### src/rtl/updown_mod_counter.sv
// Up/down counter over 0..limit with a selectable boundary policy: wrap or saturate.
// The count and the boundary pulses are registered. at_max and at_min are decoded from the count.
module updown_mod_counter #(
  parameter int WIDTH    = 8,
  parameter bit SATURATE = 1'b0
) (
  input  logic             clk,
  input  logic             nrst,
  input  logic             clr,
  input  logic             load,
  input  logic [WIDTH-1:0] load_val,
  input  logic             en,
  input  logic             dir,
  input  logic [WIDTH-1:0] limit,
  output logic [WIDTH-1:0] count,
  output logic             wrapped,
  output logic             sat_hit,
  output logic             at_max,
  output logic             at_min
);

  logic [WIDTH-1:0] r_count;
  logic             r_wrapped;
  logic             r_sat_hit;
  logic [WIDTH-1:0] w_next;
  logic             w_wrap;
  logic             w_sat;

  function automatic logic [WIDTH-1:0] clamp_to_limit(input logic [WIDTH-1:0] v,
                                                      input logic [WIDTH-1:0] lim);
    return (v > lim) ? lim : v;
  endfunction

  always_comb begin
    w_next = r_count;
    w_wrap = 1'b0;
    w_sat  = 1'b0;
    if (clr) begin
      w_next = '0;
    end else if (load) begin
      w_next = clamp_to_limit(load_val, limit);
    end else if (en) begin
      if (dir) begin
        if (r_count < limit) begin
          w_next = r_count + 1'b1;
        end else if (SATURATE) begin
          w_next = limit;
          w_sat  = 1'b1;
        end else begin
          w_next = '0;
          w_wrap = 1'b1;
        end
      end else begin
        if (r_count == '0) begin
          if (SATURATE) begin
            w_sat = 1'b1;
          end else begin
            w_next = limit;
            w_wrap = 1'b1;
          end
        end else if (r_count > limit) begin
          // The limit was lowered under the count, so pull back into range without a flag.
          w_next = limit;
        end else begin
          w_next = r_count - 1'b1;
        end
      end
    end
  end

  always_ff @(posedge clk or negedge nrst) begin
    if (!nrst) begin
      r_count   <= '0;
      r_wrapped <= 1'b0;
      r_sat_hit <= 1'b0;
    end else begin
      r_count   <= w_next;
      r_wrapped <= w_wrap;
      r_sat_hit <= w_sat;
    end
  end

  assign count   = r_count;
  assign wrapped = r_wrapped;
  assign sat_hit = r_sat_hit;
  assign at_max  = (r_count >= limit);
  assign at_min  = (r_count == '0);

endmodule

### config.mk
export PLATFORM = sky130hd
export DESIGN_NAME = updown_mod_counter
export DESIGN_NICKNAME = d
export VERILOG_FILES = /design/src/rtl/updown_mod_counter.sv
export SDC_FILE = /design/constraint.sdc
export NUM_CORES = 1
export LEC_CHECK = 0
export CAP_MARGIN = 20
export CORE_MARGIN = 2
export CORE_UTILIZATION = 50
export CTS_BUF_LIST = sky130_fd_sc_hd__clkbuf_16
export DETAILED_ROUTE_END_ITERATION = 10
export MAX_ROUTING_LAYER = met4
export PLACE_DENSITY = 0.83
export SLEW_MARGIN = 15
export SYNTH_ARGS = -nofsm -noshare
export SYNTH_HDL_FRONTEND = slang
export SYNTH_SLANG_ARGS = --single-unit
### constraint.sdc
create_clock -name clk -period 2.8 [get_ports clk]
set_input_delay 0.84 -clock clk [delete_from_list [all_inputs] [get_ports clk]]
set_output_delay 0.84 -clock clk [all_outputs]
set_load 0.005 [all_outputs]
After elaboration in Yosys (flattened, before gate mapping)

Cells that the tools add are included.

Add/sub/neg operators: 2
Magnitude comparators: 4
Muxes and demuxes: 14
Reduce and logical (&&, ||, !) cells: 2

Operators by type and width:

| cell                                             | number |
|---|---|
| two-way mux 8 bit                                | 8 |
| greater-than comparator 8 bit                    | 2 |
| adder 8 x 1 -> 8 bit, second input constant      | 1 |
| greater-or-equal comparator 8 bit                | 1 |
| logical NOT 8 bit                                | 1 |
| less-than comparator 8 bit                       | 1 |
| subtractor 8 x 1 -> 8 bit, second input constant | 1 |
| two-way mux 1 bit                                | 6 |
| nonzero test 3 bit                               | 1 |

Register bits: 9
Bits of input ports: 22
Output and inout port bits: 12
Word-level logic and storage cells: 24

Logic depth before layout (Yosys ltp)

Depth after elaboration: 7
Depth in mapped cells: 9
Gate-level depth less buffers: 8

Worst setup path after synthesis

No wires, ideal clock.

Path kind: input -> register
From: in limit[2]
To: reg r_count[3] (netlist: count[3])
Library setup time: 0.087 ns
Data arrival time: 2.607 ns
Data required time: 2.713 ns
Path slack: 0.106 ns
Stages: 8
Path buffers: 0
Path through: inv_1 ha_1 a21o_1 a221o_1 a21oi_1 o21ai_1 a311o_1 a22oi_1

Cells in the longest elaborated chain, start to end: 7
Elaborated cells on any way between the ends: 11
Classes of those cells: 3 x order compare; 8 x mux

Ends and longest elaborated chain:

| element                       | line | text |
|---|---|---|
| start: declaration            | 14   | `input logic [WIDTH-1:0] limit,` |
| greater-than comparator 8 bit | 61   | `end else if (r_count > limit) begin` |
| two-way mux 8 bit             | 61   |  |
| two-way mux 8 bit             | 54   | `if (r_count == '0) begin` |
| two-way mux 8 bit             | 43   | `if (dir) begin` |
| two-way mux 8 bit             | 42   | `end else if (en) begin` |
| two-way mux 8 bit *           | 40   | `end else if (load) begin` |
| two-way mux 8 bit *           | 38   | `if (clr) begin` |
| end signal: assignment        | 77   | `r_count <= w_next;` |
| end: declaration              | 22   | `logic [WIDTH-1:0] r_count;` |

Mark *: on every way between the ends. The rest lies on a longest branch, timed or not. The select of a mux whose other input is x is not followed.
A chain may end at the register's enable or synchronous reset.

Worst setup path after layout

From: in limit[1]
To: out at_max

Cells in the longest elaborated chain, start to end: 1

Ends and longest elaborated chain:

| element                           | line | text |
|---|---|---|
| greater-or-equal comparator 8 bit | 86   | `assign at_max = (r_count >= limit);` |
| end: declaration                  | 18   | `output logic at_max,` |

Every way passes these cells.

==> reports/metrics.csv <==
stage,metric,value,unit
setup_path,path_cells,buf_6 > inv_4 > ha_4 > nor2b_4 > o211ai_1 > and3_1 > o21ai_1 > buf_2,
setup_path,criticalPathCategory,in2out,
timing,fin_worst_skew,2.92,ps
place,dp_hpwl,4050,um
floorplanning,dieArea,3480,sq um
setup_path,worstSetupEndpoint,at_max,
floorplanning,rows,19,
run,cap_violations,0,
power_and_ir_drop,ir_drop,0.000464,V
finish,final_layout_size_suffix_gt1_frac,0.383,
floorplanning,coreArea,2810,sq um
clock_tree,cts-root-buf,clkbuf_16,
route,dr.pass1.iters,9,
yosys,synth_cell_types,48,
place,place_area,2110,sq um
timing,max_freq,363,MHz
yosys,syn_avg_cell_area,7.65,sq um
setup_path,crit_path_start_kind,input port,
route,drt-initial-drc-count,286,
clock_tree,clk_latency,250,ps
clock_tree,clock_path_buffers,2,
setup_path,required,1960,ps
yosys,synth_top_area_frac,0.157,
clock_tree,h-tree-depth,1,
global_route,grtUsageTotal,0.435,
yosys,yosys_warnings,0,
power_and_ir_drop,fin_total_pwr,1.08,mW
setup_path,path_max_fanout,2,
clock_tree,ctsHoldBuffers,0,
global_route,grt_pass1_wl,10900,um
route,vias_per_cell,7.03,
yosys,synth_common_cells,"23 x nor2_1, 19 x ha_1, 14 x a21oi_1, 14 x inv_1",
setup_path,r2r-end,count[5],
setup_path,critPathTopFamily,simple AND/OR/NAND/NOR gates,
setup_path,worst_setup_path_end_kind,primary output,
setup_path,reg2reg_depth,10,
yosys,ys_ff_latch,9,
route,vias,2088,
finish,layout.nets,308,
setup_path,r2r_setup_slack,390,ps
route,drc,1,
yosys,seq_area_frac_synth,0.149,
route,wl_per_cell,23.8,um
timing,hold_viol,0,
floorplanning,ios,34,
setup_path,critPathArrivalTime,1920,ps
floorplanning,die_h,59.0,um
timing,whs,760,ps
status,violations,DRC,
place,numPortBuffers,32,
setup_path,crit_path_top_delay_cell,and3_1,
timing,rsz0062_at_grt,true,
yosys,synth_nets,239,
yosys,synthMostInstantiatedCell,nor2_1,
setup_path,cp-startpoint,limit[1],
setup_path,slowest_delay,210,ps
power_and_ir_drop,pwr_density_cell,430,nW/um^2
global_route,antenna_found_initial,0,
floorplanning,initial_core_util,0.540,
clock_tree,cts_sinks,9,
finish,fin_util,0.895,
setup_path,cp_num_cells,8,
finish,postLayoutCellArea,2510,sq um
timing,fin_crit_sh,0.985,
yosys,syn_inst,198,
finish,antenna_cells,0,
yosys,synth_top_area_cell,ha_1,
clock_tree,cts_tree,built,
global_route,grt_max_degree,13,
worst_hold_path,hold_path_class,reg2reg,
timing,drv_slew,0,
route,route.antenna.remaining_nets,0,
yosys,synth-edff-count,0,
clock_tree,cts_buffers,3,
timing,worst_slew_pin_slew,532,ps
clock_tree,clk_pin_slew,40,ps
power_and_ir_drop,p_leak,1.15,nW
yosys,ys.flop_type,dfrtp_1,
finish,area_growth,65.8,%
route,wirelength,7080,um
status,outcome,"complete, but fails checks",
global_route,grt_pass1_vias,2116,
yosys,async_flop_share,1.00,
setup_path,cp_num_buf_inv,3,
yosys,synth_area,1510,sq um
timing,finalSetupViolCount,0,
timing,final.min_clock_period,2760,ps
setup_path,r2r_start,count[1],
timing,slew_headroom,0.644,
floorplanning,die_x,59.0,um
global_route,gr-total-overflow,0,
place,gp_congestion,0.920,
yosys,synthTopCellsByArea,"ha_1 16%, dfrtp_1 15%, nor2_1 5.7%, a21oi_1 4.6%, mux2i_1 4.0%",
==> flip-flops by register name, indices dropped and copies added, names as in the netlist <==
register and flops:
count 8, wrapped 1
==> cells by family after synthesis <==
group,count (synthesis),share of synthesized area
muxes,6,0.0397
other,1,0.00248
and+or+nand+nor,69,0.250
DFF,9,0.149
AOI/OAI and AO/OA,59,0.277
xor gates and xnor gates,8,0.0463
buffers and inverters,27,0.0785
adders and majority gates,19,0.157
==> final cells by class <==
| cell class | count | area (sq um) |
|---|---|---|
| multi-input cells | 162 | 1440 |
| fillers | 125 | 295 |
| repair buffers | 77 | 671 |
| clock buffers | 3 | 75.1 |
| clock inverters | 1 | 3.75 |
| inverters | 14 | 55.1 |
| well taps | 31 | 38.8 |
| flip-flops and latches | 9 | 226 |
==> layer usage <==
metal | wire [um] | vias to the layer above | track usage
met5 | 0 | - | -
met4 | 604 | 0 | 0.221
met3 | 786 | 70 | 0.0786
met2 | 3220 | 213 | 0.719
met1 | 2470 | 929 | 0.504
li1 | - | 876 | -
==> repair_timing <==
item	4_1_cts	5_1_grt
pin swaps	20	19
endpoints found under the setup margin	10	9
setup buffers	5	1
resized for setup	53	28
==> report_power, final <==
part / internal (mW) / switching, mW / total, mW
Sequential: 0.146 / 0.0208 / 0.167
Clock: 0.188 / 0.0808 / 0.269
Combinational: 0.308 / 0.335 / 0.643
Total: 0.643 / 0.437 / 1.08
==> per-stage QoR <==
| stage | instances | setup TNS [ps] | setup WS [ps] |
|---|---|---|---|
| 6_report | 297 | 0 | 42.5 |
| 5_1_grt | 297 | -71.4 | -46.1 |
| 4_1_cts | 298 | -137 | -127 |
| 3_5_place_dp | 289 | -4830 | -806 |
| 3_3_place_gp | 289 | -4270 | -745 |
| 2_1_floorplan | 198 | 0 | 106 |
==> worst min-delay path: cells and delay by family (launching register included) <==
kind | cells | cell delay, ps
buffers and inverters | 1 | 100
DFF | 1 | 350
AOI/OAI and AO/OA | 2 | 260
==> how the worst min path moves through the flow <==
stage                   from        to  slack (ps)  depth (start not counted)
finish              count[0]  count[0]         760                          3
global placement    count[0]  count[0]         670                          3
floorplan               nrst  count[0]         540                          0
global route        count[0]  count[0]         800                          3
detailed placement  count[0]  count[0]         690                          3
CTS                 count[0]  count[0]         740                          3
==> cells in the final DEF (no fill, tap or decap), drive strengths merged, types with 3 or more instances in the layout <==
cell type	Yosys	routed
o31ai	4	4
xnor2	5	5
nor2b	4	4
nand4	3	3
nor2	23	23
a221oi	6	6
o21ai	10	10
inv	14	15
a21oi	14	14
dlymetal6s2s	0	6
dlygate4sd2	0	3
dfrtp	9	9
buf	6	47
o21a	4	4
clkdlybuf4s50	0	18
nand3	9	9
mux2i	6	6
ha	19	19
a21o	4	4
clkbuf	7	6
a311o	3	3
nand2	7	7
or3	3	3
nor3	4	4
nor4	3	3
and3	7	7
xor2	3	3
Power figures use the tool's default switching activity.
